## src/rtl/imm_decode_stage.sv

```systemverilog
// RV32I immediate decode stage: decodes format/immediate at push and buffers
// decoded entries in a 2-deep FIFO whose head drives the registered outputs.
module imm_decode_stage #(
    parameter int DEPTH = 2
) (
    input  logic        clk,
    input  logic        rst,
    input  logic        in_valid,
    input  logic [31:0] in_instr,
    input  logic [31:0] in_pc,
    output logic        in_ready,
    input  logic        flush,
    output logic        out_valid,
    input  logic        out_ready,
    output logic [31:0] out_imm,
    output logic [31:0] out_pc,
    output logic [2:0]  out_ext_sel,
    output logic        out_illegal,
    output logic [7:0]  illegal_cnt
);

    localparam logic [2:0] SEL_I1   = 3'd0;
    localparam logic [2:0] SEL_I2   = 3'd1;
    localparam logic [2:0] SEL_S    = 3'd2;
    localparam logic [2:0] SEL_B    = 3'd3;
    localparam logic [2:0] SEL_U    = 3'd4;
    localparam logic [2:0] SEL_J    = 3'd5;
    localparam logic [2:0] SEL_NONE = 3'd7;

    logic [1:0]  count;
    logic [31:0] tail_imm;
    logic [31:0] tail_pc;
    logic [2:0]  tail_sel;
    logic        tail_illegal;

    logic [2:0]  dec_sel;
    logic        dec_illegal;
    logic [31:0] dec_imm;
    logic        push;
    logic        pop;

    always_comb begin
        dec_sel     = SEL_NONE;
        dec_illegal = 1'b0;
        unique case (in_instr[6:0])
            7'b0010011: dec_sel = (in_instr[13:12] == 2'b01) ? SEL_I2 : SEL_I1;
            7'b0000011,
            7'b1100111: dec_sel = SEL_I1;
            7'b0100011: dec_sel = SEL_S;
            7'b1100011: dec_sel = SEL_B;
            7'b0110111,
            7'b0010111: dec_sel = SEL_U;
            7'b1101111: dec_sel = SEL_J;
            7'b0110011: dec_sel = SEL_NONE;
            default:    dec_illegal = 1'b1;
        endcase
    end

    always_comb begin
        dec_imm = '0;
        case (dec_sel)
            SEL_I1: dec_imm = {{20{in_instr[31]}}, in_instr[31:20]};
            SEL_I2: dec_imm = {27'd0, in_instr[24:20]};
            SEL_S:  dec_imm = {{20{in_instr[31]}}, in_instr[31:25], in_instr[11:7]};
            SEL_B:  dec_imm = {{19{in_instr[31]}}, in_instr[31], in_instr[7],
                               in_instr[30:25], in_instr[11:8], 1'b0};
            SEL_U:  dec_imm = {in_instr[31:12], 12'd0};
            SEL_J:  dec_imm = {{11{in_instr[31]}}, in_instr[31], in_instr[19:12],
                               in_instr[20], in_instr[30:21], 1'b0};
            default: dec_imm = '0;
        endcase
    end

    assign in_ready  = !rst && (count < 2'd2);
    assign out_valid = (count != 2'd0);
    assign push      = in_valid && in_ready && !flush;
    assign pop       = out_valid && out_ready && !flush;

    always_ff @(posedge clk) begin
        if (rst) begin
            count        <= 2'd0;
            out_imm      <= '0;
            out_pc       <= '0;
            out_ext_sel  <= SEL_NONE;
            out_illegal  <= 1'b0;
            tail_imm     <= '0;
            tail_pc      <= '0;
            tail_sel     <= SEL_NONE;
            tail_illegal <= 1'b0;
            illegal_cnt  <= '0;
        end else if (flush) begin
            count <= 2'd0;
        end else begin
            // Head register is the output; the tail slot only fills behind a stalled head.
            if (push && (count == 2'd0 || (count == 2'd1 && pop))) begin
                out_imm     <= dec_imm;
                out_pc      <= in_pc;
                out_ext_sel <= dec_sel;
                out_illegal <= dec_illegal;
            end else if (push) begin
                tail_imm     <= dec_imm;
                tail_pc      <= in_pc;
                tail_sel     <= dec_sel;
                tail_illegal <= dec_illegal;
            end else if (pop && count == 2'd2) begin
                out_imm     <= tail_imm;
                out_pc      <= tail_pc;
                out_ext_sel <= tail_sel;
                out_illegal <= tail_illegal;
            end
            count <= count + {1'b0, push} - {1'b0, pop};
            if (push && dec_illegal && illegal_cnt != 8'hFF)
                illegal_cnt <= illegal_cnt + 8'd1;
        end
    end

endmodule

```

## config.mk

```make
export PLATFORM = sky130hd
export DESIGN_NAME = imm_decode_stage
export DESIGN_NICKNAME = d
export VERILOG_FILES = /design/src/rtl/imm_decode_stage.sv
export SDC_FILE = /design/constraint.sdc
export NUM_CORES = 1
export LEC_CHECK = 0
export CAP_MARGIN = 10
export CORE_MARGIN = 3
export CORE_UTILIZATION = 54
export DETAILED_ROUTE_END_ITERATION = 16
export GPL_ROUTABILITY_DRIVEN = 0
export HOLD_SLACK_MARGIN = 0.12
export PLACE_DENSITY = 0.95
export SLEW_MARGIN = 20
export SYNTH_ARGS = -nofsm -noshare
export SYNTH_HDL_FRONTEND = slang
export SYNTH_SLANG_ARGS = --single-unit
```

## constraint.sdc

```tcl
create_clock -name clk -period 4.64 [get_ports clk]
set_input_delay 1.392 -clock clk [delete_from_list [all_inputs] [get_ports clk]]
set_output_delay 1.392 -clock clk [all_outputs]
set_load 0.05 [all_outputs]
```

======== Word-level counts from Yosys, hierarchy flattened ========
Index checks and enable logic that the tools add are counted.
word-level totals
  word-level logic and storage cells ...... 75
  input bits .............................. 69
  output and inout bits ................... 78
  bits in registers ....................... 146
operators by class
  equal/unequal tests ..................... 19
  add/subtract/negate cells ............... 3
  bitwise gates (word level) .............. 2
  multiplexer cells ....................... 16
  magnitude comparators ................... 1
  reduce and logical (&&, ||, !) cells .... 24
operators with widths
  operator                                                                number
  32-bit two-way mux                                                      6
  32-bit case mux with 6 select lines                                     1
  7-bit by 6-bit equality test with 1-bit output (second input constant)  3
  7-bit equality test (second input constant)                             3
  3-bit case mux with 6 select lines                                      1
  7-bit by 5-bit equality test with 1-bit output (second input constant)  2
  1-bit logical AND                                                       10
  3-bit two-way mux                                                       3
  9-bit OR reduction                                                      1
  8-bit by 1-bit adder with 8-bit output (second input constant)          1
  8-bit inequality test (second input constant)                           1
  7-bit by 2-bit equality test with 1-bit output (second input constant)  1
  3-bit by 2-bit equality test with 1-bit output (second input constant)  2
  3-bit equality test (second input constant)                             2
  3-bit AND reduction                                                     2
  2-bit OR reduction                                                      3
  1-bit two-way mux                                                       5
  2-bit by 1-bit equality test with 1-bit output (second input constant)  2
  2-bit nonzero test                                                      2
  3-bit by 1-bit equality test with 1-bit output (second input constant)  1
  3-bit logical NOT                                                       1
  2-bit by 1-bit adder with 2-bit output                                  1
  2-bit equality test (second input constant)                             1
  1-bit logical NOT                                                       2
  other kinds (7)                                                         8

======== Logic depth before layout (Yosys ltp) ========
Gate-level depths: netlist of the first run.
  depth in word-level cells ............... 8
  gate-level depth with buffers ........... 12
  depth with buffers taken out ............ 10

======== Worst setup path after synthesis of the first run ========
OpenSTA, ideal clock, no wires.
  path kind ............................... input to output
  from .................................... in rst
  to ...................................... out in_ready
  path buffers ............................ 3
  slack ................................... 661 ps
  required time ........................... 3248 ps
  cell stages on the path ................. 4
  arrival ................................. 2587 ps
  path through ............................ buf_4 -> clkbuf_1 -> buf_1 -> nor2_1
between the ends
  longest elaborated chain between the ends .. 2
RTL lines
  item               line  RTL
  from (decl)        7     input logic rst,
  1-bit logical NOT  74    assign in_ready = !rst && (count < 2'd2);
  1-bit logical AND  74
  to (decl)          11    output logic in_ready,
No other way between the ends.

======== Final worst setup path of the first run ========
  from .................................... in in_instr[2]
  to ...................................... reg out_imm[1]
between the ends
  longest elaborated chain between the ends .. 6
  elaborated cells between the ends (all ways) .. 19
  those cells by class .................... 13 x eq/ne; 3 x mux; 3 x reduce/logical
RTL lines
  item                                                                    line  RTL
  from (decl)                                                             9     input logic [31:0] in_instr,
  7-bit by 6-bit equality test with 1-bit output (tied with other cells)  45    unique case (in_instr[6:0])
  2-bit OR reduction                                                      --
  3-bit case mux with 6 select lines *                                    45
  3-bit equality test (tied with other cells)                             61    case (dec_sel)
  32-bit case mux with 6 select lines *                                   61
  32-bit two-way mux *                                                    95    if (push && (count == 2'd0 || (count == 2'd1 && pop))) begin
  to (signal assigned)                                                    96    out_imm <= dec_imm;
  to (signal assigned)                                                    106   out_imm <= tail_imm;
  to (decl)                                                               15    output logic [31:0] out_imm,
Mark *: on every way between the ends. The rest lies on a longest branch, timed or not.
A chain may end at the register's enable or synchronous reset.

==> results.md, run 1 <==
- The worst hold path passes through 2 cells.
- The first global-routing pass estimated 29100 µm of wire.
- CTS saw 146 sinks.
- The classification of the worst-slack hold path is register to register.
- The clock passes through at most 2 buffers.
- between 100 and 150 I/O pins were placed.
- The run finished with clean final reports.
- The tree is rooted in a clkbuf_16.
- Buffers inserted to repair hold after CTS numbered 0.
- The count of synthesis-stage warnings from yosys is 0.
- Of all flip-flops after synthesis, the portion carrying an async set or reset was 0.
- The number of antenna diodes in the final layout is 0.
- STA classifies the critical path startpoint as a primary input.
- The number of global-route vias before repair came to 5955.
- Setup repair after global routing left no endpoint under its margin.
- The initial DRC count is 625.
- Max-cap violations in this run came to 0.
- The area occupied by multi-input gates is between 3000 and 4000 µm².
- In the final design database the tool counted 938 nets.
- The number of instances in the synthesized netlist is 738.
- The peak fanout along the critical path is 13.
- The most heavily used metal layer in global routing is met2.
- The total of flip-flops plus latches after synthesis is about 150.
- The average via count per standard cell is 6.01.
- Clock-pin slew was measured on the worst setup and hold paths at 0.06 ns.
- The stage delay of the slowest cell on the critical path is 0.60 ns.
- The number of hold-slack violations in the final timing report came to 0.
- The worst setup path is of the primary input to register kind.
- The total power density per cell area is 379 nW/µm².
- The total routing usage reported by global routing is 0.274.
- OpenSTA, run right after detailed placement, puts the worst setup slack at 0.214 ns.
- The total iterations of the first detailed-routing run is 5.
- The area added between synthesis and finish is 33.5%.
- Of the available clock period, the critical path in the final layout requires 0.887.
- The layout has slightly below 800 filler cells.
- The post-CTS resize count is 0.
- The number of pins with negative max-slew slack in the final report was 0.
- In the final layout, flip-flops and latches occupy 2920 µm².
- The most instantiated flip-flop cell in the synthesis netlist is dfxtp_1.
- The TritonCTS clock tree is done.
- The post-synthesis instance area is 6340 µm².
- The initialized floorplan defines 38 standard-cell rows.
- The number of library cell types mapped by synthesis is 68.
- The library cells used most frequently in the layout, excluding fill and tap cells, are nand2_1 (152), dfxtp_1 (146), clkdlybuf4s50_1 (145).
- Counting flops with a built-in enable in the synthesized netlist gives 0.
- Across the VDD grid, the largest voltage drop is 0.315 mV.
- Clock latency on the worst-skew pair, taken at its later pin, is just over 0.4 ns.
- The arrival time at the worst endpoint is about 4.4 ns.
- The maximum number of pins on one net before global-route repair is 97.
- For met1 alone, demand over resource in global routing was 0.351.
- The capturing element type of the critical path is a register.
- After detailed routing, the number of remaining DRC violations is 0.
- The initial antenna violation count is 0.
- The leakage power is 2.97 nW.
- The count of antenna-violating nets left after detailed routing is 0.
- The fraction of layout instances using a drive strength above 1 is 0.109.
- The post-detailed-placement half-perimeter wirelength is around 11000 µm.
- The core region is 11200 µm².
- Setup violations remaining at the end of the flow were counted as 0.
- The residual overflow from global routing is 0.
- The number of port buffers is around 150.
- The initial utilization of the core area, before any placement, comes to 0.567.
- After detailed routing, the total wire length is 17800 µm.
- Leaving out fill and tap cells, the most frequent cell in the layout is nand2_1.
- CTS built an H-tree with a depth of 4.
- The clock period minus worst slack is 4.12 ns.
- In the global route stage, met2 resource usage came out at 0.444.
- The number of setup buffers added after CTS is 0.
- The number of nets in the synthesized netlist is 811.
- The cell with the biggest individual delay on the critical path is clkdlybuf4s50_1.
- The worst-margin pin slew is 1.04 ns.
- The worst register-to-register path has a depth of 6.
- Traced cell by cell, the critical path runs through clkdlybuf4s50_1 -> nand2_1 -> or4_1 -> nand2_2 -> inv_2 -> ha_1 -> a21oi_4 -> nor2b_2 -> a221oi_1 -> nor3_1.
- Summed over all failing endpoints, the final setup total negative slack is 0 ns.
- The CTS buffer count is 17.
- Across the routed clock network, the largest skew measured is 0.00707 ns.
- The detailed-route wire length per cell is 17.5 µm.
- The maximum operating frequency is 243 MHz.
- The sequential area share after synthesis is 0.461.
- The overall die area is ~13000 µm².
- Setup slack closes at about 0.52 ns.
- Headroom to the max-slew limit came out at 0.305.
- The horizontal die dimension is 114 µm.
- The critical path required time is 4.95 ns.
- The routed layout has 6117 vias.
- The die is 114 µm tall.
- In the global route stage, met3 resource usage came out at 0.0645.
- Each instance of the synthesized netlist takes up on average between 8 and 9 µm².
==> report_power, final <==
group | leakage, nW | switching [mW] | total [mW] | internal [mW]
Clock | 0.288 | 0.541 | 1.42 | 0.874
Sequential | 1.18 | 0.0233 | 1.32 | 1.29
Combinational | 1.49 | 0.294 | 0.471 | 0.177
Total | 2.97 | 0.859 | 3.20 | 2.34
==> Yosys cell counts, types with 4 or more instances <==
cell type / n / share of area
nand2_1: 152 / 0.090
dfxtp_1: 146 / 0.46
nor2_1: 86 / 0.051
a21oi_1: 61 / 0.048
clkbuf_1: 33 / 0.020
a311oi_1: 32 / 0.044
a22o_1: 24 / 0.033
nor3_1: 19 / 0.015
o21ai_0: 17 / 0.013
a221oi_1: 14 / 0.019
nor3_2: 11 / 0.017
o31a_1: 10 / 0.014
a211oi_1: 8 / 0.0095
a21o_1: 8 / 0.0095
buf_2: 8 / 0.0063
a32oi_1: 7 / 0.0097
and3_1: 6 / 0.0059
buf_1: 6 / 0.0036
nand3_1: 6 / 0.0047
xor2_1: 6 / 0.0083
nand2b_1: 5 / 0.0049
buf_4: 4 / 0.0047
ha_1: 4 / 0.0079
inv_1: 4 / 0.0024
==> flip-flops by register name, summed over array words and instances, names as in the netlist <==
signal and flops:
out_imm 32, out_pc 32, tail_imm 32, tail_pc 32, illegal_cnt 8, out_ext_sel 3
tail_sel 3, count 2, out_illegal 1, tail_illegal 1
==> final timing paths <==
path / slack [ns] / to / startpoint
hold / removal: 0.45 / tail_pc[19] / tail_pc[19]
setup / recovery: 0.52 / out_imm[1] / in_instr[2]
setup reg to reg: 2.39 / out_pc[22] / count[1]
hold reg to reg: 0.45 / tail_pc[19] / tail_pc[19]
==> layout make-up <==
| type | count | share of cell area |
|---|---|---|
| Multi-Input combinational cell | 527 | 0.367 |
| Sequential cell | 146 | 0.346 |
| Timing Repair Buffer | 166 | 0.192 |
| Clock buffer | 19 | 0.0536 |
| Tap cell | 140 | 0.0207 |
| Clock inverter | 12 | 0.0185 |
| Inverter | 7 | 0.00311 |
==> through the flow <==
stage / hold WS [ns] / instance area [µm²] / power [mW] / util / instances
floorplan: 0.417 / 6340 / 1.62 / - / 738
global placement: 0.428 / 7850 / 1.80 / 0.702 / 986
detailed placement: 0.435 / 7850 / 1.81 / 0.702 / 986
CTS: 0.457 / 8460 / 3.21 / 0.757 / 1017
global route: 0.471 / 8460 / 3.30 / 0.757 / 1017
finish: 0.455 / 8460 / 3.20 / 0.757 / 1017
==> critical path, delay by kind of cell <==
family | cells | cell delay, ns
AO/OA/AOI/OAI | 2 | 0.34
adder cells (fa/ha/maj) | 1 | 0.34
buffers and inverters | 2 | 0.69
AND/OR/NAND/NOR | 5 | 1.66
==> kinds of logic (layout without fill, tap and decap cells) <==
| group | after synthesis | after routing | synth area share |
|---|---|---|---|
| flip-flops | 146 | 146 | 0.461 |
| multiplexers | 1 | 1 | 0.00158 |
| adder cells (fa/ha/maj) | 4 | 4 | 0.00790 |
| AND/OR/NAND/NOR | 308 | 308 | 0.224 |
| AO/OA/AOI/OAI | 205 | 205 | 0.241 |
| buffers and inverters | 65 | 204 | 0.0523 |
| XOR/XNOR | 9 | 9 | 0.0124 |
==> per-layer routing <==
layer	part of all wire	up-vias
li1	-	2888
met1	0.41	2896
met2	0.49	284
met3	0.076	49
met4	0.030	0
met5	0	-
(Power assumes the default switching activity.)
==> run 2: changes to the inputs <==
Settings changed: CORE_UTILIZATION 54 to 55, DONT_BUFFER_PORTS set to 1, PLACE_DENSITY 0.95 to 0.8.
==> run 2 against run 1 <==
Sequential share of layout area up 8.3 points. Sequential power up 9.8%. Count of clock-buffer cells in the layout unchanged.
==> results.md, run 2 (synthesis gave the netlist of run 1 again) <==
- The global-route wire length before repair is 26600 µm.
- The area growth from synthesis to layout is 7.54%.
- The number of cells in the design after placement is 829.
- The type of the worst setup path is primary input to register.
- The total iterations of the first detailed-routing run is 5.
- In this run the power density over the cells is 414 nW/µm².
- In the finished design, the share of the clock period the worst path needs comes to 0.806.
- The largest buffer count on any clock path is 2.
- The number of remaining DRC errors is 0.
- The cell that appears most often on the critical path is nand2_2.
- The leakage power is 2.34 nW.
- In this run, post-CTS hold repair placed 0 buffers.
- Across the VDD grid, the largest voltage drop is about 0.27 mV.
- The detailed router placed between 5000 and 6000 vias in this run.
- The number of buffer and inverter stages on the critical path is 1.
- The critical path goes through nand2_2 -> or4_1 -> nand2_2 -> inv_2 -> ha_1 -> a21oi_4 -> nor2b_2 -> a221oi_1 -> nor3_1.
- The worst setup path is captured at a register.
- The detail route stage leaves a number of antenna-violating nets equal to 0.
- TritonCTS built the clock tree.
- Across the run, the number of max-cap violations was 0.
- For this configuration, the core starts out at a cell density of 0.574.
- The peak fanout along the critical path is 13.
- The kind of cell adding the most delay to the critical path is simple AND/OR/NAND/NOR gates.
- After detailed routing, the average wire length per cell comes to about 19 µm.
- The overall die area is 12800 µm².
- The number of placement rows is 38.
- Global routing finished with a remaining overflow of 0.
- Leaving out fill and tap cells, the most frequent cells in the layout are nand2_1 (152), dfxtp_1 (146), nor2_1 (83).
- The worst-margin pin slew is 0.903 ns.
- The largest single stage delay on the critical path is 0.61 ns.
- The critical path required time is 4.97 ns.
- The total setup buffers inserted after CTS is 0.
- Dividing the detail-routed via count by the number of cells gives 6.38.
- The finished layout holds 856 standard cells, fillers aside.
- For this design the top-level I/O count stands at approximately 150.
- The fraction of layout instances using a drive strength above 1 is 0.109.
- The H-tree depth reported by CTS is 4.
- The total power is 2.82 mW.
- Setup violations remaining at the end of the flow were counted as 0.
- The initial DRC count is between 500 and 600.
- After clock tree synthesis, the clock-pin slew on the worst setup and hold paths is 0.06 ns.
- Setup repair after global routing left no endpoint under its margin.
- The classification of the worst-slack hold path is register to register.
- For the finished layout, the period the worst path requires is between 3 and 4 ns.
- The horizontal die dimension is 113 µm.
- The number of antenna diodes in the final layout is 0.
- Buffers placed on the I/O ports in this run total 0.
- The region available for standard cell placement spans 11000 µm².
- The initial antenna violation count is 0.
- In the final design database the tool counted 781 nets.
- The number of global-route vias before repair is 5426.
- The library cell used most frequently in the layout, excluding fill and tap cells, is nand2_1.
- The root cell of the clock tree is clkbuf_16.
- The minimum hold slack is 0.450 ns.
- The CTS buffer count is 17.
- The number of pins with negative max-slew slack in the final report came to 0.
- The arrival time at the worst endpoint is 4.06 ns.
- The post-detailed-routing wire length is 16300 µm.
- Gates resized during post-CTS repair numbered 0.
- In the global route stage, overall resource usage came out at 0.260.
- On the critical path, the stage with the largest delay is an instance of or4_1.
- The height of the die is 113 µm.
- The clock sink count is about 150.
- The max-slew headroom at the worst pin is 0.396.
- The utilization of the core after routing is 0.618.
- Entering global routing, the biggest net connects 121 pins.
- The number of hold-slack violations in the final timing report is 0.
- The aggregate negative setup slack is 0 ns.
- The later pin in the worst-skew pair is clocked with a latency of 0.42 ns.
- The maximum operating frequency is 268 MHz.
- The post-detailed-placement half-perimeter wirelength is 10800 µm.
- The flow ran to the end, and the final reports show no timing, DRC or antenna violations.
- STA classifies the critical path startpoint as a primary input.
- Across the routed clock network, the largest skew measured is between 0.004 and 0.005 ns.
[run 2: layer usage]
layer / vias up / GRT usage / wire, µm / part of all wire
met5: - / 0 / 0 / 0
li1: 2566 / - / - / -
met4: 0 / 0.113 / 325 / 0.020
met2: 251 / 0.417 / 8000 / 0.49
met3: 27 / 0.103 / 1590 / 0.098
met1: 2621 / 0.308 / 6350 / 0.39
[run 2: layout make-up]
type | count | area [µm²]
inverters | 7 | 26.3
multi-input cells | 527 | 3110
clock inverters | 8 | 68.8
flip-flops and latches | 146 | 2920
well taps | 140 | 175
repair buffers | 9 | 80.1
clock buffers | 19 | 433
fillers | 949 | 4220
[run 2: power by group]
part           switching [mW]  internal (mW)  total (mW)
clock                   0.485          0.714        1.20
combinational           0.107         0.0636       0.170
sequential              0.159           1.29        1.45
total                   0.751           2.07        2.82
[run 2: worst paths after layout]
kind / start / end / slack [ns] / cells after the start
hold / removal: tail_pc[12] / tail_pc[12] / 0.45 / 2
hold reg to reg: tail_pc[12] / tail_pc[12] / 0.45 / 2
setup reg to reg: count[1] / out_imm[17] / 1.78 / 6
setup / recovery: in_instr[1] / out_imm[17] / 0.90 / 9
[run 2: worst register-to-register path: stages (launching register included)]
cell and delay, ns:
dfxtp_1 0.37, nor4b_4 0.43, nand2_2 0.52, a21oi_4 0.46, nor2b_2 0.57, a221oi_1 0.17
nor3_1 0.24
[run 2: stage by stage]
step           setup WS [ns]  cell area [µm²]
6_report               0.902             6810
5_1_grt                0.769             6810
4_1_cts                0.960             6810
3_5_place_dp           0.582             6310
3_3_place_gp           0.769             6310
2_1_floorplan          0.661             6340
